<file path="config.mk">
export PLATFORM = sky130hd
export DESIGN_NAME = wb_queue_flat
export DESIGN_NICKNAME = d
export VERILOG_FILES = /design/src/rtl/wb_queue_if.sv /design/src/rtl/wb_queue.sv /design/src/flat_wrapper.sv
export SDC_FILE = /design/constraint.sdc
export NUM_CORES = 1
export LEC_CHECK = 0
export ABC_AREA = 1
export BUFFER_PORTS_ARGS = -buffer_cell sky130_fd_sc_hd__buf_2
export CORE_ASPECT_RATIO = 0.6
export CORE_MARGIN = 5
export CORE_UTILIZATION = 35
export CTS_CLUSTER_DIAMETER = 80
export DETAILED_ROUTE_END_ITERATION = 16
export PLACE_DENSITY_LB_ADDON = 0.15
export SYNTH_ARGS = -nofsm -noshare
export SYNTH_HDL_FRONTEND = slang
export SYNTH_SLANG_ARGS = --single-unit
</file>
<file path="constraint.sdc">
create_clock -name clk -period 5 [get_ports clk]
set_clock_uncertainty 0.1 [all_clocks]
set_input_delay 0.75 -clock clk [delete_from_list [all_inputs] [get_ports clk]]
set_output_delay 0.75 -clock clk [all_outputs]
set_load 0.01 [all_outputs]
</file>
<file path="src/rtl/wb_queue_if.sv">
// Writeback-queue bus: producer enqueue handshake, register-file write port,
// in-flight register mask and decode-stage bypass lookups.
interface wb_queue_if #(parameter int XLEN = 32);
  logic            enq_valid_i;
  logic [4:0]      enq_rd_i;
  logic [XLEN-1:0] enq_data_i;
  logic            enq_ready_o;
  logic            stall_i;
  logic [4:0]      wrr_o;
  logic [XLEN-1:0] wrdata_o;
  logic            is_regwrite_o;
  logic [31:0]     pending_o;
  logic [4:0]      rs1_i;
  logic [4:0]      rs2_i;
  logic            fwd1_hit_o;
  logic            fwd2_hit_o;
  logic [XLEN-1:0] fwd1_data_o;
  logic [XLEN-1:0] fwd2_data_o;

  // Handshake: a request transfers on the rising edge where enq_valid_i and
  // enq_ready_o are both high; the producer holds rd/data stable until then.
  modport master (
    output enq_valid_i, enq_rd_i, enq_data_i, stall_i, rs1_i, rs2_i,
    input  enq_ready_o, wrr_o, wrdata_o, is_regwrite_o, pending_o,
           fwd1_hit_o, fwd2_hit_o, fwd1_data_o, fwd2_data_o
  );

  modport slave (
    input  enq_valid_i, enq_rd_i, enq_data_i, stall_i, rs1_i, rs2_i,
    output enq_ready_o, wrr_o, wrdata_o, is_regwrite_o, pending_o,
           fwd1_hit_o, fwd2_hit_o, fwd1_data_o, fwd2_data_o
  );
endinterface

</file>
<file path="src/rtl/wb_queue.sv">
// Writeback queue: buffers register-file writes and drains one per cycle.
// Define WB_QUEUE_BYPASS_EN to build the youngest-entry bypass search.
module wb_queue #(
  parameter int DEPTH = 4,
  parameter int XLEN  = 32
) (
  input  logic      clk,
  input  logic      rst_n,
  wb_queue_if.slave bus
);
  localparam int AW = $clog2(DEPTH);

  logic [AW-1:0]   head;
  logic [AW-1:0]   tail;
  logic [AW:0]     count;
  logic [4:0]      rd_q   [DEPTH];
  logic [XLEN-1:0] data_q [DEPTH];
  logic [DEPTH-1:0] valid;
  logic [31:0]     pending;
  logic            enq_fire;
  logic            enq_push;
  logic            drain;
  logic            not_empty;

  function automatic logic [AW-1:0] age_of(input int i, input logic [AW-1:0] h);
    age_of = AW'(i) - h;
  endfunction

  assign not_empty       = (count != '0);
  assign bus.enq_ready_o = (count != (AW+1)'(DEPTH));
  assign enq_fire        = bus.enq_valid_i && bus.enq_ready_o;
  // x0 writes complete the handshake but never occupy an entry.
  assign enq_push        = enq_fire && (bus.enq_rd_i != 5'd0);
  assign drain           = not_empty && !bus.stall_i;

  assign bus.is_regwrite_o = drain;
  assign bus.wrr_o         = not_empty ? rd_q[head]   : 5'd0;
  assign bus.wrdata_o      = not_empty ? data_q[head] : '0;

  always_comb begin
    valid = '0;
    for (int i = 0; i < DEPTH; i++) begin
      valid[i] = ({1'b0, age_of(i, head)} < count);
    end
  end

  always_comb begin
    pending = '0;
    for (int i = 0; i < DEPTH; i++) begin
      if (valid[i]) pending[rd_q[i]] = 1'b1;
    end
    pending[0] = 1'b0;
  end
  assign bus.pending_o = pending;

  always_ff @(posedge clk) begin
    if (!rst_n) begin
      head  <= '0;
      tail  <= '0;
      count <= '0;
      for (int i = 0; i < DEPTH; i++) begin
        rd_q[i]   <= '0;
        data_q[i] <= '0;
      end
    end else begin
      if (enq_push) begin
        rd_q[tail]   <= bus.enq_rd_i;
        data_q[tail] <= bus.enq_data_i;
        tail         <= tail + AW'(1);
      end
      if (drain) head <= head + AW'(1);
      if (enq_push && !drain)      count <= count + (AW+1)'(1);
      else if (!enq_push && drain) count <= count - (AW+1)'(1);
    end
  end

`ifdef WB_QUEUE_BYPASS_EN
  // Walk oldest to youngest so the last match (closest to tail) wins.
  function automatic logic [XLEN:0] search(input logic [4:0] rs);
    logic [XLEN:0]   r;
    logic [AW-1:0]   idx;
    r = '0;
    for (int k = 0; k < DEPTH; k++) begin
      idx = head + AW'(k);
      if (((AW+1)'(k) < count) && (rs != 5'd0) && (rd_q[idx] == rs))
        r = {1'b1, data_q[idx]};
    end
    return r;
  endfunction

  assign {bus.fwd1_hit_o, bus.fwd1_data_o} = search(bus.rs1_i);
  assign {bus.fwd2_hit_o, bus.fwd2_data_o} = search(bus.rs2_i);
`else
  logic unused_rs;
  assign unused_rs       = ^{bus.rs1_i, bus.rs2_i};
  assign bus.fwd1_hit_o  = 1'b0;
  assign bus.fwd2_hit_o  = 1'b0;
  assign bus.fwd1_data_o = '0;
  assign bus.fwd2_data_o = '0;
`endif
endmodule

</file>
<file path="src/flat_wrapper.sv">
// flat-port wrapper written by rule: the top's interface ports become plain ports
module wb_queue_flat 
#(
  parameter int DEPTH = 4,
  parameter int XLEN  = 32
)
  (clk, rst_n, bus_enq_valid_i, bus_enq_rd_i, bus_enq_data_i, bus_stall_i, bus_rs1_i, bus_rs2_i, bus_enq_ready_o, bus_wrr_o, bus_wrdata_o, bus_is_regwrite_o, bus_pending_o, bus_fwd1_hit_o, bus_fwd2_hit_o, bus_fwd1_data_o, bus_fwd2_data_o);
  wb_queue_if #(.XLEN(XLEN)) bus_i ();
  input  logic clk;
  input  logic rst_n;
  input wire logic [$bits(bus_i.enq_valid_i)-1:0] bus_enq_valid_i;
  input wire logic [$bits(bus_i.enq_rd_i)-1:0] bus_enq_rd_i;
  input wire logic [$bits(bus_i.enq_data_i)-1:0] bus_enq_data_i;
  input wire logic [$bits(bus_i.stall_i)-1:0] bus_stall_i;
  input wire logic [$bits(bus_i.rs1_i)-1:0] bus_rs1_i;
  input wire logic [$bits(bus_i.rs2_i)-1:0] bus_rs2_i;
  output wire logic [$bits(bus_i.enq_ready_o)-1:0] bus_enq_ready_o;
  output wire logic [$bits(bus_i.wrr_o)-1:0] bus_wrr_o;
  output wire logic [$bits(bus_i.wrdata_o)-1:0] bus_wrdata_o;
  output wire logic [$bits(bus_i.is_regwrite_o)-1:0] bus_is_regwrite_o;
  output wire logic [$bits(bus_i.pending_o)-1:0] bus_pending_o;
  output wire logic [$bits(bus_i.fwd1_hit_o)-1:0] bus_fwd1_hit_o;
  output wire logic [$bits(bus_i.fwd2_hit_o)-1:0] bus_fwd2_hit_o;
  output wire logic [$bits(bus_i.fwd1_data_o)-1:0] bus_fwd1_data_o;
  output wire logic [$bits(bus_i.fwd2_data_o)-1:0] bus_fwd2_data_o;
  assign bus_i.enq_valid_i = bus_enq_valid_i;
  assign bus_i.enq_rd_i = bus_enq_rd_i;
  assign bus_i.enq_data_i = bus_enq_data_i;
  assign bus_i.stall_i = bus_stall_i;
  assign bus_i.rs1_i = bus_rs1_i;
  assign bus_i.rs2_i = bus_rs2_i;
  assign bus_enq_ready_o = bus_i.enq_ready_o;
  assign bus_wrr_o = bus_i.wrr_o;
  assign bus_wrdata_o = bus_i.wrdata_o;
  assign bus_is_regwrite_o = bus_i.is_regwrite_o;
  assign bus_pending_o = bus_i.pending_o;
  assign bus_fwd1_hit_o = bus_i.fwd1_hit_o;
  assign bus_fwd2_hit_o = bus_i.fwd2_hit_o;
  assign bus_fwd1_data_o = bus_i.fwd1_data_o;
  assign bus_fwd2_data_o = bus_i.fwd2_data_o;
  wb_queue #(.DEPTH(DEPTH), .XLEN(XLEN)) u_core (.clk(clk), .rst_n(rst_n), .bus(bus_i));
endmodule
</file>
**Yosys cells after proc, flatten, opt, wreduce, memory -nomap -nowiden**

Memories as Yosys holds them, arrays and structs flattened. A register that Yosys moved wholly into a read port is not among the register bits.
Index checks and enable logic that the tools add are counted.

- Add/subtract/negate cells: 8
- $mul: 0
- Divide/modulo/power cells: 0
- Order comparisons: 12
- Eq/ne operators: 1
- Shift-type cells: 0
- Mux-type cells: 30
- Bitwise operators: 3
- Reductions and logical operators: 17

Operators by type and width:

| operator | number |
|---|---|
| $mux 32 | 6 |
| $or 32x32->32 | 3 |
| $reduce_or 32->1 | 1 |
| $lt 5x6->1 const B | 4 |
| $demux 1 s5 | 4 |
| $ge 5x1->1 const B | 4 |
| $lt 2x3->1 | 4 |
| $mux 2 | 6 |
| $mux 1 | 10 |
| $mux 5 | 2 |
| $logic_and 1x1->1 | 9 |
| $mux 3 | 2 |
| $reduce_bool 5->1 | 1 |
| $reduce_or 5->1 | 1 |
| $add 2x1->2 const B | 2 |
| $sub 1x2->2 const A | 2 |
| $sub 2x2->2 const A | 2 |
| $add 3x1->3 const B | 1 |
| $logic_not 1->1 | 3 |
| $ne 3x3->1 const B | 1 |
| $reduce_bool 3->1 | 1 |
| $sub 3x1->3 const B | 1 |
| $reduce_bool 2->1 | 1 |

- Register bits: 7
- Bits in latches: 0
- Bits in writable memories: 148
- Bits in read-only memories: 0
- Output and inout bits: 137
- Logic and storage cells: 76
- Memories kept: 2

Memory list:

| name | words | bits a word | read ports | clocked after Yosys merged registers in | write ports | RTL line | text |
|---|---|---|---|---|---|---|---|
| u_core.data_q | 4 | 32 | 1 | 1 | 4 | wb_queue.sv:17 | `logic [XLEN-1:0] data_q [DEPTH];` |
| u_core.rd_q | 4 | 5 | 5 | 1 | 4 | wb_queue.sv:16 | `logic [4:0] rd_q [DEPTH];` |

**Logic depth before layout (Yosys ltp)**

Gate-level depths: netlist of the first run.
An unclocked memory read counts as a cell.

- Depth after elaboration: 12
- Gate-level depth with buffers: 14
- Mapped depth without buffers: 13

**Worst setup path before layout of the first run**

OpenSTA, ideal clock, no wires.

- Kind: input-to-reg
- From: in bus_enq_rd_i[2]
- To: mem u_core.data_q[1][0] (enable)
- Arrival time: 3.882 ns
- Path slack: 0.536 ns
- Cell stages on the path: 5
- Buffers on the path: 1
- Cells stage by stage: nor2_1 > nand3_1 > buf_2 > nand2_1 > o21ai_0

RTL lines:

| what | RTL line | text |
|---|---|---|
| start: declaration | flat_wrapper.sv:12 | `input wire logic [$bits(bus_i.enq_rd_i)-1:0] bus_enq_rd_i;` |
| end: declaration | wb_queue.sv:17 |  |

**Worst setup path in the final report of the first run**

- From: reg u_core.head[1]
- To: out bus_pending_o[11]

- Word-level cells in the longest chain between the ends: 9
- Elaborated cells between the ends (all ways): 15

RTL lines:

| what | RTL line | text |
|---|---|---|
| start: declaration | wb_queue.sv:13 | `logic [AW-1:0] head;` |
| start signal: assignment | wb_queue.sv:71 | `if (drain) head <= head + AW'(1);` |
| $sub 1x2->2 | wb_queue.sv:26 | `age_of = AW'(i) - h;` |
| $lt 2x3->1 | wb_queue.sv:43 | `valid[i] = ({1'b0, age_of(i, head)} < count);` |
| $mux 32 | wb_queue.sv:50 | `if (valid[i]) pending[rd_q[i]] = 1'b1;` |
| $or 32x32->32 (no source line) | - |  |
| $mux 32 | wb_queue.sv:50 |  |
| $or 32x32->32 (no source line) | - |  |
| $mux 32 | wb_queue.sv:50 |  |
| $or 32x32->32 (no source line) | - |  |
| $mux 32 * | wb_queue.sv:50 |  |
| end: declaration | flat_wrapper.sv:21 | `output wire logic [$bits(bus_i.pending_o)-1:0] bus_pending_o;` |

Mark *: on every way between the ends. The rest lies on a longest branch, timed or not.

==> impl_metrics.yaml, run 1 <==
run_status:
  outcome: "completed"
power:
  power_uw: 4706
  p_switching_uw: 1899
  p_int_uw: 2807
  power_density_nw_per_um2: 448.5
  combinationalPowerShare_pct: 37.3
  irDropWorstVdd_mv: 0.3708
  power_switching_share_pct: 40.35
  seqPwrFrac_pct: 35.7
  p_leak_uw: 0.004491
  power.share.clock_pct: 27.0
logic_synthesis:
  synthesis.area_um2: 9366
  synth_top_family_by_area: "simple AND/OR/NAND/NOR gates"
  ys_seq_area_share_pct: 49.37
  avgSynthCellArea_um2: 7.627
  synth_cell_type_count: 23
  post_synth_mux_area_share_pct: 0
  synth_top_cell_area_share_pct: 47.45
  synthSimpleGateAreaFrac_pct: 30.46
  synthAdderAreaFrac_pct: 0.8816
  ys_ff_latch: 157
  netlist_top_cells_area: "edfxtp_1 (47%), nor2_1 (19%), nand2_1 (6.3%)"
  synthXorXnorAreaFrac_pct: 0.1870
  yosys_warnings: 0
  synth_compound_area_share_pct: 7.173
  syn_inst: 1228
  yosys.area.top_type: "edfxtp_1"
global_routing:
  grt_pass1_wl_mm: 42.86
  grt_max_degree: 75
  grt_usage_pct: 18.27
  grt_pass1_vias: 7264
  antenna_found_initial: 0
  grt-ovfl-total: 0
drt:
  first_pass_iters: 6
  totalWireLength_mm: 28.64
  drt-wirelength-per-cell_um: 17.14
  detail-route-antenna-nets: 0
  num_vias: 8075
  via_per_inst: 4.832
  wirelength_met1_mm: 14.27
  top_layer_used: "met4"
  route.met2.wl_mm: 12.41
  drc: 0
  first_iter_violations: 672
  routed-wl-met3_mm: 1.784
clocking:
  clk_pin_slew_ps: 60
  holdBufCountCts: 0
  clkSinkCount: 157
  cts_setup_buffers: 0
  cts_resized: 0
  ctsLongestPathBuffers: 2
  htreeDepth: 4
  cts_tree: "done"
  cts_buffers: 17
  clk_latency_ps: 410
  cts-root-buf: "clkbuf_16"
cells_and_area:
  final.fill_count: 2833
  drive_gt1_share_pct: 12.20
  syn_to_final_growth_pct: 12.01
  final_cells: 1671
  antenna-diode-count: 0
  final_nets: 1358
floorplanning:
  die_h_um: 136.7
  dieWidth_um: 221.2
  die_area_um2: 30240
  rows: 46
  core_area_um2: 26360
  io_pins: 188
  start_util_pct: 35.53
sta:
  fmax_ghz: 0.2662
  finalHoldViolations: 0
  min_period_ps: 3757
  slew_violations: 0
  setup_viol: 0
  maxSlewHeadroom_pct: 25.84
  fin_crit_sh_pct: 75.15
  fin_ws_ps: 1243
  hold-worst-slack_ps: 404.4
  rsz0062_at_grt: "no"
  setup_tns_ps: 0
  tightestPinTransition_ps: 1110
worst_setup_path:
  slowest_stage: "nand2_1"
  path_delay_family: "simple AND/OR/NAND/NOR gates"
  end_kind: "primary output"
  slowest_delay_ps: 800
  path_cells: "xor2_1, inv_1, ha_1, nand3_1, nand2_1, nor2_1, nor2_1, nand2_1, buf_2"
  crit_fanout: 31
  start_kind: "register"
  worst-setup-path-type: "reg2out"
  critPathRequiredTime_ps: 4150
  crit_buf_inv: 2
  critPathArrivalTime_ps: 2910
placed_design:
  gp_congestion: 0.8868
  placed_cells: 1642
  portBuffers: 110
  place_worst_setup_slack_ps: 1725
  dp_hpwl_mm: 18.22
hold_path:
  hold_path_class: "reg2reg"
flow_run:
  maxCapViolations: 0
## metal layers
metal | vias up | global-route usage (%)
met5 | - | 0
met3 | 15 | 2.615
met1 | 3825 | 28.67
met4 | 0 | 3.133
li1 | 3993 | -
met2 | 242 | 27.06
## registers in the layout, summed over array words and instances, names as in the netlist, named ones only
register / cells
u_core.rd_q: 20
u_core.head: 2
u_core.data_q: 128
u_core.count: 3
u_core.tail: 2
## stage by stage
stage	util (%)	instance area [µm²]
2_1_floorplan	-	9614
3_3_place_gp	37.69	9935
3_5_place_dp	37.69	9935
4_1_cts	39.80	10490
5_1_grt	39.80	10490
6_report	39.80	10490
## power by group through the flow
| stage | Sequential, µW | Combinational, µW | Clock, µW |
|---|---|---|---|
| 2_1_floorplan | 1690 | 1250 | 0 |
| 6_report | 1680 | 1760 | 1270 |
| 5_1_grt | 1700 | 1940 | 1350 |
| 4_1_cts | 1680 | 1770 | 1280 |
| 3_5_place_dp | 1710 | 1760 | 0 |
| 3_3_place_gp | 1700 | 1750 | 0 |
## final cells by class
class	instances	area (µm²)	share of cell area, %
tap	360	450.4	4.293
multi-input combinational	923	3918	37.34
sequential	157	4626	44.09
inverter	80	300.3	2.862
clock inverter	11	127.6	1.216
timing repair buffer	122	640.6	6.106
clock buffer	18	429.2	4.091
## cell families (layout without fill, tap and decap cells)
kind of cell,count (synthesis),count (layout)
flops,157,157
xor+xnor,2,2
fa+ha+maj,6,6
compound gates,132,132
other cells,1,67
buf+inv,214,231
simple gates,716,716
## final timing paths
| kind | startpoint | to | slack [ps] | depth (start not counted) |
|---|---|---|---|---|
| worst max-delay path | u_core.head[1] | bus_pending_o[11] | 1240 | 9 |
| worst min register to register | u_core.tail[0] | u_core.tail[0] | 400 | 2 |
| worst min-delay path | u_core.tail[0] | u_core.tail[0] | 400 | 2 |
| worst max register to register | u_core.count[0] | u_core.data_q[0][5] | 2070 | 5 |
## cells in the final DEF, fill, tap and decap left out, types with 5 or more instances in the layout
cell	netlist	routed
ha_1	5	5
dfxtp_1	9	8
a21oi_1	52	52
clkbuf_16	0	17
nor3_1	16	16
buf_4	68	12
o21ai_0	77	74
inv_1	74	74
buf_2	32	110
nand2_1	156	155
nand3_1	38	37
nor2_1	467	467
edfxtp_1	148	148
nand4_1	38	38
inv_2	6	6
conb_1	1	67
## synth_stat cells (all sizes together)
cell and count:
dfxtp 9, xor2 2, nor3 16, fa 1, o21ai 79, nand4 38, nand2 156, clkbuf 23
conb 1, edfxtp 148, a21oi 53, ha 5, inv 80, nand3 38, nor2 468, buf 111
## worst reg2reg max path, cell delays in order, from the launching register on
cell	delay [ps]
dfxtp_1	450
nor2_2	110
a21oi_4	350
buf_4	470
nand4_1	210
nand2_2	830
No activity file was read; power rests on OpenSTA's default activity.
==> inputs of run 2 (changes only) <==
- clock period: 5 -> 3.8 ns (I/O delays scaled with it)
==> run 2 against run 1 <==
Worst setup slack lost 890 ps; sequential share of layout area shrank 0.58 points; via count grew 0.32%; wire length grew 1.3%; count of clock-buffer cells in the layout grew 2; largest power group unchanged.
==> impl_metrics.yaml, run 2 (same netlist as run 1, synthesis figures left out) <==
flow_run:
  maxCapViolations: 0
worst_setup_path:
  start_kind: "register"
  crit_fanout: 21
  end_kind: "primary output"
  critPathRequiredTime_ps: 3130
  critPathArrivalTime_ps: 2770
  worst-setup-path-type: "reg2out"
placed_design:
  portBuffers: 110
  dp_hpwl_mm: 19.00
  gp_congestion: 0.8765
sta:
  tightestPinTransition_ps: 1011
  maxSlewHeadroom_pct: 32.45
  fmax_ghz: 0.2903
  min_period_ps: 3445
  finalHoldViolations: 0
  hold-worst-slack_ps: 379.6
  fin_crit_sh_pct: 90.65
  setup_viol: 0
  setup_tns_ps: 0
  slew_violations: 0
  rsz0062_at_grt: "no"
drt:
  num_vias: 8101
  via_per_inst: 4.816
  first_pass_iters: 5
  first_iter_violations: 780
  drc: 0
  drt-wirelength-per-cell_um: 17.25
  totalWireLength_mm: 29.02
  detail-route-antenna-nets: 0
global_routing:
  grt_max_degree: 75
  grt_usage_pct: 18.78
  grt_pass1_vias: 7286
  grt-ovfl-total: 0
  grt_pass1_wl_mm: 43.61
  antenna_found_initial: 0
power:
  power_density_nw_per_um2: 605.8
  p_leak_uw: 0.004568
  power_uw: 6440
  irDropWorstVdd_mv: 0.3243
clocking:
  cts_resized: 0
  holdBufCountCts: 0
  cts_tree: "done"
  clkSinkCount: 157
  clk_latency_ps: 420
  cts_setup_buffers: 0
  ctsLongestPathBuffers: 2
  cts-root-buf: "clkbuf_16"
  clk_pin_slew_ps: 60
  htreeDepth: 4
  cts_buffers: 17
cells_and_area:
  drive_gt1_share_pct: 12.86
  regMostFlops: "u_core.data_q"
  largest_reg_flops: 128
  final_nets: 1368
  final_util_pct: 40.33
  largestRegisters: "u_core.data_q: 128 flops, u_core.rd_q: 20 flops, u_core.count: 3 flops"
  antenna-diode-count: 0
  final.fill_count: 2811
  final_cell_mix: "nor2_1 (467), nand2_1 (155), edfxtp_1 (148), buf_2 (110)"
  syn_to_final_growth_pct: 13.49
  final_common_cell: "nor2_1"
floorplanning:
  core_area_um2: 26360
  start_util_pct: 35.53
  io_pins: 188
  die_area_um2: 30240
  die_h_um: 136.7
  rows: 46
  dieWidth_um: 221.2
hold_path:
  hold_path_class: "in2reg"
run_status:
  outcome: "completed"
[run 2: changes by cell type in the layout (fill, tap and decap cells not counted)]
cell	before	now
buf_12	0	1
buf_4	12	21
bufinv_16	3	5
clkbuf_1	1	3
clkinv_1	4	3
clkinv_2	3	2
clkinvlp_4	1	0
[run 2: per-stage QoR]
stage	instance area, µm²	instances	worst slack [ps]
floorplan	9614	1294	-484.5
global placement	10020	1652	857.8
detailed placement	10020	1652	828.0
CTS	10630	1682	375.1
global route	10630	1682	179.5
finish	10630	1682	355.1
[run 2: area by class of cell]
type / instances / area, µm² / share of cell area, %
flip-flops and latches: 157 / 4626 / 43.51
multi-input cells: 923 / 3918 / 36.85
repair buffers: 132 / 728.2 / 6.850
well taps: 360 / 450.4 / 4.237
clock buffers: 20 / 436.7 / 4.108
inverters: 80 / 300.3 / 2.825
clock inverters: 10 / 171.4 / 1.613
[run 2: metal layers]
metal	share of wire [%]	track usage, %
met1	49	28.98
met2	43	27.25
met3	6.7	3.408
met4	1.6	4.475
met5	0	0
[run 2: critical path, stage by stage (launching register included)]
cell	delay, ps
dfxtp_1	390
xor2_1	240
inv_1	70
ha_1	270
nand3_1	70
nand2_1	600
buf_4	270
nor2_1	40
nor2_1	160
nand2_1	80
buf_2	150
[run 2: final timing paths]
check                                     start                to  slack (ps)  cells after the start
worst max-delay path             u_core.head[1]  bus_pending_o[7]         360                     10
worst min-delay path                      rst_n    u_core.tail[0]         380                      3
worst max register to register  u_core.count[0]   u_core.count[2]        1240                     13
worst min register to register   u_core.tail[0]    u_core.tail[0]         400                      2
[run 2: power breakdown]
part | leakage [µW] | switching, µW | internal [µW]
logic | 0.00266 | 1770 | 657
clock network | 0.000296 | 654 | 1150
registers | 0.00162 | 104 | 2110
